`src/rtl/tcdm_bank_arbiter_pkg.sv`:
```
// Shared types and width helpers for the TCDM bank arbiter and its round-robin picker.
package tcdm_bank_arbiter_pkg;

    localparam int unsigned TCDMAddrMemWidth = 10;
    localparam int unsigned TCDMDataWidth    = 32;
    localparam int unsigned TCDMBeWidth      = TCDMDataWidth / 8;

    typedef logic [TCDMAddrMemWidth-1:0] tcdm_addr_t;
    typedef logic [TCDMDataWidth-1:0]    data_t;
    typedef logic [TCDMBeWidth-1:0]      be_t;

    // A single requester still carries a 1-bit index so port widths never collapse to zero.
    function automatic int unsigned arb_idx_width(input int unsigned num_req);
        return (num_req > 1) ? $clog2(num_req) : 1;
    endfunction

endpackage

```
`src/rtl/tcdm_bank_arbiter_rr_pick.sv`:
```
// Combinational round-robin priority selector: first asserted request at or after ptr wins.
module rr_pick
    import tcdm_bank_arbiter_pkg::*;
#(
    parameter int unsigned NumReq   = 2,
    parameter int unsigned IdxWidth = arb_idx_width(NumReq)
) (
    input  logic [NumReq-1:0]   req,
    input  logic [IdxWidth-1:0] ptr,
    output logic [NumReq-1:0]   onehot,
    output logic [IdxWidth-1:0] idx,
    output logic                valid
);

    localparam int unsigned SumWidth = IdxWidth + 1;

    logic [2*NumReq-1:0] req_dbl;
    logic [NumReq-1:0]   req_rot;
    logic [SumWidth-1:0] sum;

    // Rotate so the pointer position lands at bit 0, then take the lowest set bit.
    always_comb begin
        req_dbl = {req, req};
        req_rot = NumReq'(req_dbl >> ptr);
        valid   = 1'b0;
        sum     = '0;
        for (int k = int'(NumReq) - 1; k >= 0; k--) begin
            if (req_rot[k]) begin
                valid = 1'b1;
                sum   = {1'b0, ptr} + SumWidth'(k);
            end
        end
        if (sum >= SumWidth'(NumReq)) begin
            sum = sum - SumWidth'(NumReq);
        end
        idx    = sum[IdxWidth-1:0];
        onehot = '0;
        for (int i = 0; i < int'(NumReq); i++) begin
            onehot[i] = valid && (idx == IdxWidth'(i));
        end
    end

endmodule

```
`src/rtl/tcdm_bank_arbiter.sv`:
```
// Shares one TCDM SRAM bank between NumReq requesters with round-robin arbitration
// and returns each read response to its issuer after the fixed bank latency.
module tcdm_bank_arbiter
    import tcdm_bank_arbiter_pkg::*;
#(
    parameter int unsigned NumReq       = 2,
    parameter int unsigned AddrMemWidth = TCDMAddrMemWidth,
    parameter int unsigned DataWidth    = TCDMDataWidth,
    parameter int unsigned MemLatency   = 1
) (
    input  logic                           clk_i,
    input  logic                           rst_i,
    input  logic [NumReq-1:0]              req_i,
    input  logic [NumReq*AddrMemWidth-1:0] addr_i,
    input  logic [NumReq-1:0]              wen_i,
    input  logic [NumReq*DataWidth-1:0]    wdata_i,
    input  logic [NumReq*DataWidth/8-1:0]  be_i,
    output logic [NumReq-1:0]              gnt_o,
    output logic [NumReq-1:0]              rvalid_o,
    output logic [DataWidth-1:0]           rdata_o,
    output logic                           bank_req_o,
    output logic [AddrMemWidth-1:0]        bank_addr_o,
    output logic                           bank_wen_o,
    output logic [DataWidth-1:0]           bank_wdata_o,
    output logic [DataWidth/8-1:0]         bank_be_o,
    input  logic [DataWidth-1:0]           bank_rdata_i
);

    localparam int unsigned IdxWidth = arb_idx_width(NumReq);
    localparam int unsigned BeWidth  = DataWidth / 8;

    logic [NumReq-1:0]                   req_live;
    logic [NumReq-1:0]                   win_onehot;
    logic [IdxWidth-1:0]                 win_idx;
    logic                                win_valid;
    logic [IdxWidth-1:0]                 rr_q;
    logic [MemLatency-1:0]               pipe_valid_q;
    logic [MemLatency-1:0][IdxWidth-1:0] pipe_idx_q;

    // Holding reset masks every request, so nothing reaches the bank or moves the pointer.
    assign req_live = rst_i ? '0 : req_i;

    rr_pick #(
        .NumReq   (NumReq),
        .IdxWidth (IdxWidth)
    ) u_rr_pick (
        .req    (req_live),
        .ptr    (rr_q),
        .onehot (win_onehot),
        .idx    (win_idx),
        .valid  (win_valid)
    );

    assign gnt_o      = win_onehot;
    assign bank_req_o = win_valid;

    always_comb begin
        bank_addr_o  = '0;
        bank_wen_o   = 1'b0;
        bank_wdata_o = '0;
        bank_be_o    = '0;
        for (int i = 0; i < int'(NumReq); i++) begin
            if (win_onehot[i]) begin
                bank_addr_o  = addr_i[i*AddrMemWidth +: AddrMemWidth];
                bank_wen_o   = wen_i[i];
                bank_wdata_o = wdata_i[i*DataWidth +: DataWidth];
                bank_be_o    = be_i[i*BeWidth +: BeWidth];
            end
        end
    end

    generate
        if (NumReq == 1) begin : g_single
            assign rr_q = '0;
        end else begin : g_multi
            logic [IdxWidth-1:0] rr_next;

            assign rr_next = (win_idx == IdxWidth'(NumReq - 1)) ? '0 : win_idx + IdxWidth'(1);

            always_ff @(posedge clk_i) begin
                if (rst_i) begin
                    rr_q <= '0;
                end else if (win_valid) begin
                    rr_q <= rr_next;
                end
            end
        end
    endgenerate

    // One stage per cycle of bank latency; only reads occupy a valid slot.
    always_ff @(posedge clk_i) begin
        if (rst_i) begin
            pipe_valid_q <= '0;
            pipe_idx_q   <= '0;
        end else begin
            pipe_valid_q[0] <= win_valid && !bank_wen_o;
            pipe_idx_q[0]   <= win_idx;
            for (int s = 1; s < int'(MemLatency); s++) begin
                pipe_valid_q[s] <= pipe_valid_q[s-1];
                pipe_idx_q[s]   <= pipe_idx_q[s-1];
            end
        end
    end

    always_comb begin
        rvalid_o = '0;
        for (int i = 0; i < int'(NumReq); i++) begin
            rvalid_o[i] = !rst_i && pipe_valid_q[MemLatency-1]
                          && (pipe_idx_q[MemLatency-1] == IdxWidth'(i));
        end
    end

    assign rdata_o = bank_rdata_i;

endmodule

```
`config.mk`:
```
export PLATFORM = sky130hd
export DESIGN_NAME = tcdm_bank_arbiter
export DESIGN_NICKNAME = d
export VERILOG_FILES = /design/src/rtl/tcdm_bank_arbiter_pkg.sv /design/src/rtl/tcdm_bank_arbiter_rr_pick.sv /design/src/rtl/tcdm_bank_arbiter.sv
export SDC_FILE = /design/constraint.sdc
export NUM_CORES = 1
export LEC_CHECK = 0
export ABC_AREA = 1
export CORE_ASPECT_RATIO = 1.75
export CORE_MARGIN = 10
export CORE_UTILIZATION = 21
export DETAILED_ROUTE_END_ITERATION = 12
export GPL_ROUTABILITY_DRIVEN = 0
export PLACE_DENSITY = 0.86
export SYNTH_ARGS = -nofsm -noshare
export SYNTH_HDL_FRONTEND = slang
export SYNTH_HIERARCHICAL = 1
export SYNTH_SLANG_ARGS = --single-unit
```
`constraint.sdc`:
```
create_clock -name clk_i -period 2.05 [get_ports clk_i]
set_clock_uncertainty 0.1 [all_clocks]
set_input_delay 0.205 -clock clk_i [delete_from_list [all_inputs] [get_ports clk_i]]
set_output_delay 0.205 -clock clk_i [all_outputs]
set_load 0.02 [all_outputs]
```
Yosys cells after proc, flatten, opt, wreduce, memory -nomap -nowiden
Index checks and enable logic that the tools add are counted.
- register bits: 3
- latch bits: 0
- RAM bits: 0
- bits in read-only memories: 0
- input bits: 130
- output and inout bits: 84
- word-level logic and storage cells: 33
- memories: 0
- add/subtract/negate cells: 3
- multiply operators: 0
- div/mod/pow operators: 0
- magnitude comparators: 1
- eq/ne operators: 0
- shift operators: 1
- multiplexer cells: 15
- bitwise logic cells: 2
- reductions and logical operators: 8
- operators by type and width (kind ; number):
    two-way mux 32 bit ; 2
    two-way mux 10 bit ; 2
    two-way mux 4 bit ; 2
    logical AND 1 bit ; 6
    two-way mux 1 bit ; 6
    two-way mux 2 bit ; 3
    right shift 4 x 1 -> 2 bit ; 1
    adder 1 x 1 -> 2 bit (second input constant) ; 1
    >= comparator 2 bit (second input constant) ; 1
    logical NOT 1 bit ; 2
    NOT 1 bit ; 2
    adder 1 bit (second input constant) ; 1
    subtractor 1 bit (second input constant) ; 1

Depth between registers and ports, before layout
Gate-level depths: netlist (run 1).
- depth in word-level cells: 12
- gate-level depth with buffers: 9
- gate-level depth less buffers: 8

Hierarchy
The synthesis (run 1) kept the hierarchy.
- by module, submodules not included (module ; times used ; cells an instance ; area each (um^2) ; seq. area each (um^2)):
    tcdm_bank_arbiter ; 1 ; 208 ; 1071.0 ; 60.1
    rr_pick ; 1 ; 7 ; 30.0 ; 0.0

Worst setup path after synthesis (run 1)
Ideal clock, no wire load.
- kind: input port to output port
- start point: input req_i[0]
- end point: output bank_wdata_o[10]
- data arrival time: 1.507 ns
- data required time: 1.745 ns
- path slack: 0.238 ns
- stages: 8
- path buffers: 2
- cells stage by stage: inv_1 > nor2_1 > inv_1 > a21oi_1 > buf_4 > buf_2 > nand3_1 > nand2_1
- word-level cells in the longest chain between the ends: 10
- elaborated cells between the ends (all ways): 14
- classes of those cells: 1 x add/sub; 1 x order compare; 1 x shift; 8 x mux; 1 x bitwise; 2 x reduce/logical
- RTL lines (element ; RTL line ; text):
    start: declaration ; tcdm_bank_arbiter.sv:13 ; input logic [NumReq-1:0] req_i,
    two-way mux 2 bit (*) ; tcdm_bank_arbiter.sv:41 ; assign req_live = rst_i ? '0 : req_i;
    net req_live[0] ; tcdm_bank_arbiter.sv:32 ; logic [NumReq-1:0] req_live;
    right shift 4 x 1 -> 2 bit (*) ; tcdm_bank_arbiter_rr_pick.sv:24 ; req_rot = NumReq'(req_dbl >> ptr);
    two-way mux 2 bit (2 in series) ; tcdm_bank_arbiter_rr_pick.sv:28 ; if (req_rot[k]) begin
    >= comparator 2 bit or subtractor 1 bit (tied branches) ; tcdm_bank_arbiter_rr_pick.sv:33, tcdm_bank_arbiter_rr_pick.sv:34 ;
    two-way mux 1 bit ; tcdm_bank_arbiter_rr_pick.sv:33 ; if (sum >= SumWidth'(NumReq)) begin
    NOT 1 bit ; tcdm_bank_arbiter_rr_pick.sv:39 ; onehot[i] = valid && (idx == IdxWidth'(i));
    logical AND 1 bit (*) ; tcdm_bank_arbiter_rr_pick.sv:39 ;
    net gnt_o[0] ; tcdm_bank_arbiter.sv:18 ; output logic [NumReq-1:0] gnt_o,
    two-way mux 32 bit (*) (2 in series) ; tcdm_bank_arbiter.sv:63 ; if (win_onehot[i]) begin
    end: declaration ; tcdm_bank_arbiter.sv:24 ; output logic [DataWidth-1:0] bank_wdata_o,
Mark *: on every way through the listed nets, which the timed path passes. The rest lies on a longest branch.

Worst setup path in the final report (run 1)
- start point: input req_i[0]
- end point: output bank_wdata_o[3]
- word-level cells in the longest chain between the ends: 10
- elaborated cells between the ends (all ways): 14
- classes of those cells: 1 x add/sub; 1 x order compare; 1 x shift; 8 x mux; 1 x bitwise; 2 x reduce/logical
- RTL lines (element ; RTL line):
    two-way mux 2 bit (*) ; tcdm_bank_arbiter.sv:41
    net req_live[0] ; tcdm_bank_arbiter.sv:32
    right shift 4 x 1 -> 2 bit (*) ; tcdm_bank_arbiter_rr_pick.sv:24
    two-way mux 2 bit (2 in series) ; tcdm_bank_arbiter_rr_pick.sv:28
    >= comparator 2 bit or subtractor 1 bit (tied branches) ; tcdm_bank_arbiter_rr_pick.sv:33, tcdm_bank_arbiter_rr_pick.sv:34
    two-way mux 1 bit ; tcdm_bank_arbiter_rr_pick.sv:33
    NOT 1 bit ; tcdm_bank_arbiter_rr_pick.sv:39
    logical AND 1 bit ; tcdm_bank_arbiter_rr_pick.sv:39
    two-way mux 32 bit ; tcdm_bank_arbiter.sv:63
    two-way mux 32 bit (*) ; tcdm_bank_arbiter.sv:63
Marked as above.

==> summary.md, run 1 <==
| Metric | Value |
|---|---|
| Most frequent cells in the layout | `clkdlybuf4s50_1, nand2_1, nand3_1, buf_2, buf_4` |
| Synth Warn # | `6` |
| CTS tree | `done` |
| Yosys cell types | `11` |
| Syn nets | `roughly 350` |
| RSZ-0062 raised after global routing | `yes` |
| Overall power | `between 0.8 and 0.9 mW` |
| Mapped cell area | `between 1000 and 1500 µm²` |
| Final Max Tran Viols | `0` |
| Clock root cell | `clkbuf_8` |
| Total track usage | `between 10% and 20%` |
| Latest clock arrival within the worst-skew pair | `approximately 220 ps` |
| Cts bufs inserted | `3` |
| Vias in the first global route | `just under 2,000` |
| Slew margin rel. | `between 80% and 90%` |
| IO Count | `roughly 210` |
| Antenna-violating nets left | `0` |
| Core Util, Final | `between 40% and 50%` |
| VDD IR max | `approximately 210 µV` |
| Max Root-Sink Buffers | `2` |
| Std-Cell Core Area | `between 5000 and 6000 µm²` |
| Crit path DAT | `1650 ps` |
| Least-Margin Pin Slew | `234 ps` |
| Initial DRC Count | `between 100 and 150` |
| Clock sink count | `3` |
| Place WS | `-482 ps` |
| Total global routing overflow | `0` |
| Total die area | `8650 µm²` |
| Antenna Diode Count | `0` |
| Post-DR wirelength/cell | `17.6 µm` |
| P&R area growth vs syn | `121%` |
| Mapped Cells | `~220` |
| Htree depth | `1` |
| Synthesized flop and latch total | `3` |
| Hold Crit Class | `in2out` |
| Port Buffers | `149` |
| Die Y | `about 120 µm` |
| Final Hold Viols | `0` |
| Number of cells after detailed placement | `about 380` |
| Initial Utilization | `between 20% and 30%` |
| Seq/Total Area, Yosys | `under 10%` |
| Number of fill cells in the layout | `513` |
| Via/cell ratio | `4.61` |
| Crit path time final | `between 1500 and 2000 ps` |
| Final worst path period share | `between 90% and 100%` |
| CP Max Fanout | `13` |
| WP data required | `about 1800 ps` |
| First drt pass iteration count | `4` |
| Critical path class | `in2out` |
| Routed WL | `6.91 mm` |
| Max Cap Viol | `0` |
| Power Density | `between 300 and 400 nW/µm²` |
| DIE WIDTH | `between 70 and 80 µm` |
| Nets | `470` |
| Worst setup margin | `between 90 and 100 ps` |
| Most common cell after layout, fill and taps aside | `clkdlybuf4s50_1` |
| Initial antenna violation count | `0` |
| Fmax | `512 MHz` |
| Largest net degree at the start of global routing | `33` |
| CP endpoint kind | `output port` |
| Share of layout cells above drive strength 1 | `a little under a quarter` |
| Num rows | `34` |
| Worst hold slack | `310 ps` |
| Via count | `between 1,500 and 2,000` |
| First-pass GRT wire length | `a little under 10 mm` |
| Worst setup SP type | `input pin` |
| Drt drc | `0` |
| Final setup violation count | `0` |
| LEAKAGE | `about 1.3 nW` |
| Syn_area_per_cell | `5.12 µm²` |
| Status | `finished clean` |
| Fin cells | `~400` |
| Post-DP HPWL | `around 5.8 mm` |
[what timing repair did]
action / CTS / global route
endpoints found under the setup margin: 50 / 32
pin swaps: 1 / 2
hold endpoints to repair: 0 / 0
resized for setup: 196 / 20
cloned: 0 / 2
setup buffers: 2 / 2
hold buffers: 0 / 0
[final cells by class]
class | instances | area, µm² | area share (%)
repair buffers | 167 | 1530 | 62.9
multi-input cells | 156 | 697 | 28.6
flip-flops and latches | 3 | 60.1 | 2.47
well taps | 54 | 67.6 | 2.77
inverters | 9 | 33.8 | 1.39
clock buffers | 4 | 45.0 | 1.85
[Yosys cell counts]
cell type,instances,area [µm²]
nor2_1,7,26.3
inv_2,1,3.75
buf_4,38,285
inv_1,8,30.0
buf_6,4,45.0
dfxtp_1,3,60.1
nand2_1,98,368
nand3_1,47,235
a21oi_1,3,15.0
buf_2,5,25.0
nor3b_1,1,7.51
[through the flow]
stage               area [µm²]  setup TNS [ps]
global placement          2490          -17890
detailed placement        2490          -20290
floorplan                 1100               0
global route              2440           -7.06
finish                    2440               0
CTS                       2340               0
[path summary, 6_finish.rpt]
check                    endpoint  slack [ps]              from  cells after the start
hold / removal        rdata_o[12]         310  bank_rdata_i[12]                      0
hold reg to reg              rr_q         440              rr_q                      2
setup / recovery  bank_wdata_o[3]         100          req_i[0]                     10
setup reg to reg     pipe_valid_q         690              rr_q                      7
[metal layers]
metal / vias to the layer above / GRT usage (%) / part of all wire (%)
met5: - / 0 / 0
met2: 113 / 24.7 / 48
li1: 889 / - / -
met3: 49 / 9.25 / 16
met4: 0 / 10.9 / 7.0
met1: 760 / 11.8 / 29
[cells by family (layout without fill, tap and decap cells)]
kind of cell / count (synthesis) / after routing / synth area share (%)
flops: 3 / 3 / 5.45
buf+inv: 56 / 180 / 35.3
compound gates: 3 / 3 / 1.36
simple gates: 153 / 153 / 57.8
[critical path: stages]
cell,delay (ps)
clkdlybuf4s50_1,450
inv_1,40
nor2_2,100
inv_2,70
a21oi_4,140
buf_4,160
clkbuf_16,160
nand3_1,80
nand2_1,60
buf_2,160
[power by group]
group	internal [mW]	switching (mW)	total, mW	leakage [nW]
Clock	0.133	0.0438	0.177	0.0228
Combinational	0.304	0.254	0.558	1.23
Sequential	0.0628	0.00250	0.0653	0.0248
[state kept, by name, summed over array words and instances, names as in the netlist]
register,count
pipe_idx_q,1
pipe_valid_q,1
rr_q,1
No activity file was read; power rests on OpenSTA's default activity.
==> run 2: changes to the inputs <==
--- a/config.mk
+++ b/config.mk
@@ -11,7 +11,7 @@
 export CORE_UTILIZATION = 21
 export DETAILED_ROUTE_END_ITERATION = 12
 export GPL_ROUTABILITY_DRIVEN = 0
-export PLACE_DENSITY = 0.86
+export PLACE_DENSITY = 0.9
 export SYNTH_ARGS = -nofsm -noshare
 export SYNTH_HDL_FRONTEND = slang
 export SYNTH_HIERARCHICAL = 1
==> summary.md, run 2 (synthesis results as in run 1) <==
| Metric | Value |
|---|---|
| Std-Cell Core Area | `5020 µm² (unchanged)` |
| Hold Crit Class | `in2out (unchanged)` |
| Routed WL | `6.74 mm (was 6.91 mm)` |
| DIE WIDTH | `74.7 µm (unchanged)` |
| WP data required | `1750 ps (about the same)` |
| CTS tree | `done (unchanged)` |
| Worst hold slack | `310 ps (unchanged)` |
| Max Root-Sink Buffers | `2 (unchanged)` |
| Final Max Tran Viols | `0 (unchanged)` |
| Via/cell ratio | `4.60 (was 4.61)` |
| Share of layout cells above drive strength 1 | `22.2% (was 23.3%)` |
| Clock sink count | `3 (unchanged)` |
| Vias in the first global route | `1,964 (was 1,974)` |
| Initial DRC Count | `85 (was 114)` |
| Power Density | `328 nW/µm² (about the same)` |
| Fmax | `507 MHz (was 512 MHz)` |
| Total track usage | `14.0% (was 14.6%)` |
| Slew margin rel. | `84.9% (was 84.4%)` |
| Max Cap Viol | `0 (unchanged)` |
| P&R area growth vs syn | `117% (was 121%)` |
| Crit path DAT | `1670 ps (was 1650 ps)` |
| Nets | `469 (was 470)` |
| Total global routing overflow | `0 (unchanged)` |
| Initial antenna violation count | `0 (unchanged)` |
| Total die area | `8650 µm² (unchanged)` |
| Port Buffers | `149 (unchanged)` |
| Worst setup SP type | `input pin (unchanged)` |
| Die Y | `116 µm (unchanged)` |
| Crit path time final | `1970 ps (was 1950 ps)` |
| Status | `finished clean (unchanged)` |
| Core Util, Final | `47.6% (was 48.5%)` |
| Least-Margin Pin Slew | `226 ps (was 234 ps)` |
| VDD IR max | `220 µV (was 207 µV)` |
| Antenna Diode Count | `0 (unchanged)` |
| Final setup violation count | `0 (unchanged)` |
| Htree depth | `1 (unchanged)` |
| CP Cell Sequence | `clkdlybuf4s50_1 -> inv_1 -> nor2_2 -> buf_4 -> a21oi_4 -> buf_6 -> clkbuf_16 -> nand2_1 -> nand2_1 -> buf_2 (was clkdlybuf4s50_1 -> inv_1 -> nor2_2 -> inv_2 -> a21oi_4 -> buf_4 -> clkbuf_16 -> nand3_1 -> nand2_1 -> buf_2)` |
| Most Frequent Cell on Critical Path | `nand2_1` |
| Critical path class | `in2out (unchanged)` |
| Latest clock arrival within the worst-skew pair | `210 ps (was 220 ps)` |
| Critical path's slowest cell | `clkdlybuf4s50_1 (unchanged)` |
| Via count | `1,803 (was 1,811)` |
| Antenna-violating nets left | `0 (unchanged)` |
| # hold bufs at CTS | `0 (unchanged)` |
| Worst setup margin | `75.7 ps (was 96.3 ps)` |
| Final worst path period share | `96.3% (was 95.3%)` |
| First drt pass iteration count | `6 (was 4)` |
| Biggest regs | `pipe_idx_q (1), pipe_valid_q (1), rr_q (1) (unchanged)` |
| Drt drc | `0 (unchanged)` |
| Final Hold Viols | `0 (unchanged)` |
| Most frequent cells in the layout | `nand2_1, clkdlybuf4s50_1, nand3_1, buf_2, buf_4 (was clkdlybuf4s50_1, nand2_1, nand3_1, buf_2, buf_4)` |
| Slowest stage delay, CP | `410 ps (was 450 ps)` |
| Initial Utilization | `21.9% (unchanged)` |
| CP endpoint kind | `output port (unchanged)` |
| Place WS | `-468 ps (was -482 ps)` |
| First-pass GRT wire length | `9.43 mm (was 9.90 mm)` |
| IO Count | `214 (unchanged)` |
| Largest net degree at the start of global routing | `28 (was 33)` |
| Sum Neg Setup Slack | `0 ps (unchanged)` |
| Post-DP HPWL | `5.70 mm (was 5.77 mm)` |
| Post-DR wirelength/cell | `17.2 µm (was 17.6 µm)` |
| Cts bufs inserted | `3 (unchanged)` |
| Number of fill cells in the layout | `529 (was 513)` |
| Overall power | `0.783 mW (was 0.800 mW)` |
| CP Max Fanout | `12 (was 13)` |
| Clock root cell | `clkbuf_8 (unchanged)` |
| Num rows | `34 (unchanged)` |
| LEAKAGE | `1.27 nW (was 1.28 nW)` |
-- run 2: cell count changes in the layout (fill, tap and decap cells not counted), moves of 2 or more --
| cell | before | now |
|---|---|---|
| buf_6 | 6 | 3 |
| nand3_1 | 44 | 47 |
| nand3_2 | 3 | 0 |
| buf_2 | 41 | 43 |
| inv_2 | 3 | 1 |
-- run 2: metrics by stage --
step / instance area, µm² / cells
after floorplan: 1100 / 215
after global placement: 2480 / 384
after detailed placement: 2480 / 384
after CTS: 2320 / 390
after global routing: 2390 / 392
final: 2390 / 392
-- run 2: what timing repair did --
item / CTS / global route
pin swaps: 1 / 2
setup endpoints to repair: 49 / 43
buffers inserted: 2 / 0
resized for setup: 190 / 13
cloned: 0 / 2
-- run 2: final timing paths --
check / start / slack, ps / cells past startpoint / to
setup / recovery: req_i[0] / 80 / 10 / bank_wdata_o[9]
hold / removal: bank_rdata_i[19] / 310 / 0 / rdata_o[19]
setup reg to reg: rr_q / 610 / 7 / pipe_valid_q
hold reg to reg: rr_q / 460 / 2 / rr_q
-- run 2: final cells by class --
cell class	count	area (µm²)	area share (%)
clock buffer	4	45.0	1.89
sequential	3	60.1	2.52
timing repair buffer	166	1500	62.7
tap	54	67.6	2.83
multi-input combinational	156	682	28.6
inverter	9	36.3	1.52
-- run 2: routing by layer --
| metal | share of wire (%) | vias to the layer above | global-route usage [%] |
|---|---|---|---|
| met1 | 28 | 744 | 9.88 |
| met4 | 7.6 | 0 | 12.4 |
| met3 | 17 | 52 | 8.99 |
| met2 | 48 | 122 | 24.3 |
| li1 | - | 885 | - |
| met5 | 0 | - | 0 |
-- run 2: power by group --
group          switching, mW  leakage [nW]  internal [mW]
registers            0.00296        0.0248         0.0628
clock network         0.0375        0.0228          0.132
logic                  0.253          1.22          0.294
total                  0.294          1.27          0.489
-- run 2: critical path, delay by kind of cell --
family	cells	cell delay [ps]
buffers and inverters	6	1120
AOI/OAI and AO/OA	1	200
and+or+nand+nor	3	140
==> run 3: changes to the inputs <==
--- a/config.mk
+++ b/config.mk
@@ -6,6 +6,7 @@
 export NUM_CORES = 1
 export LEC_CHECK = 0
 export ABC_AREA = 1
+export ABC_CLOCK_PERIOD_IN_PS = 2050
 export CORE_ASPECT_RATIO = 1.75
 export CORE_MARGIN = 10
 export CORE_UTILIZATION = 21
==> results of run 3 <==
The final DEF is identical to that of run 2; final timing and power are the same.
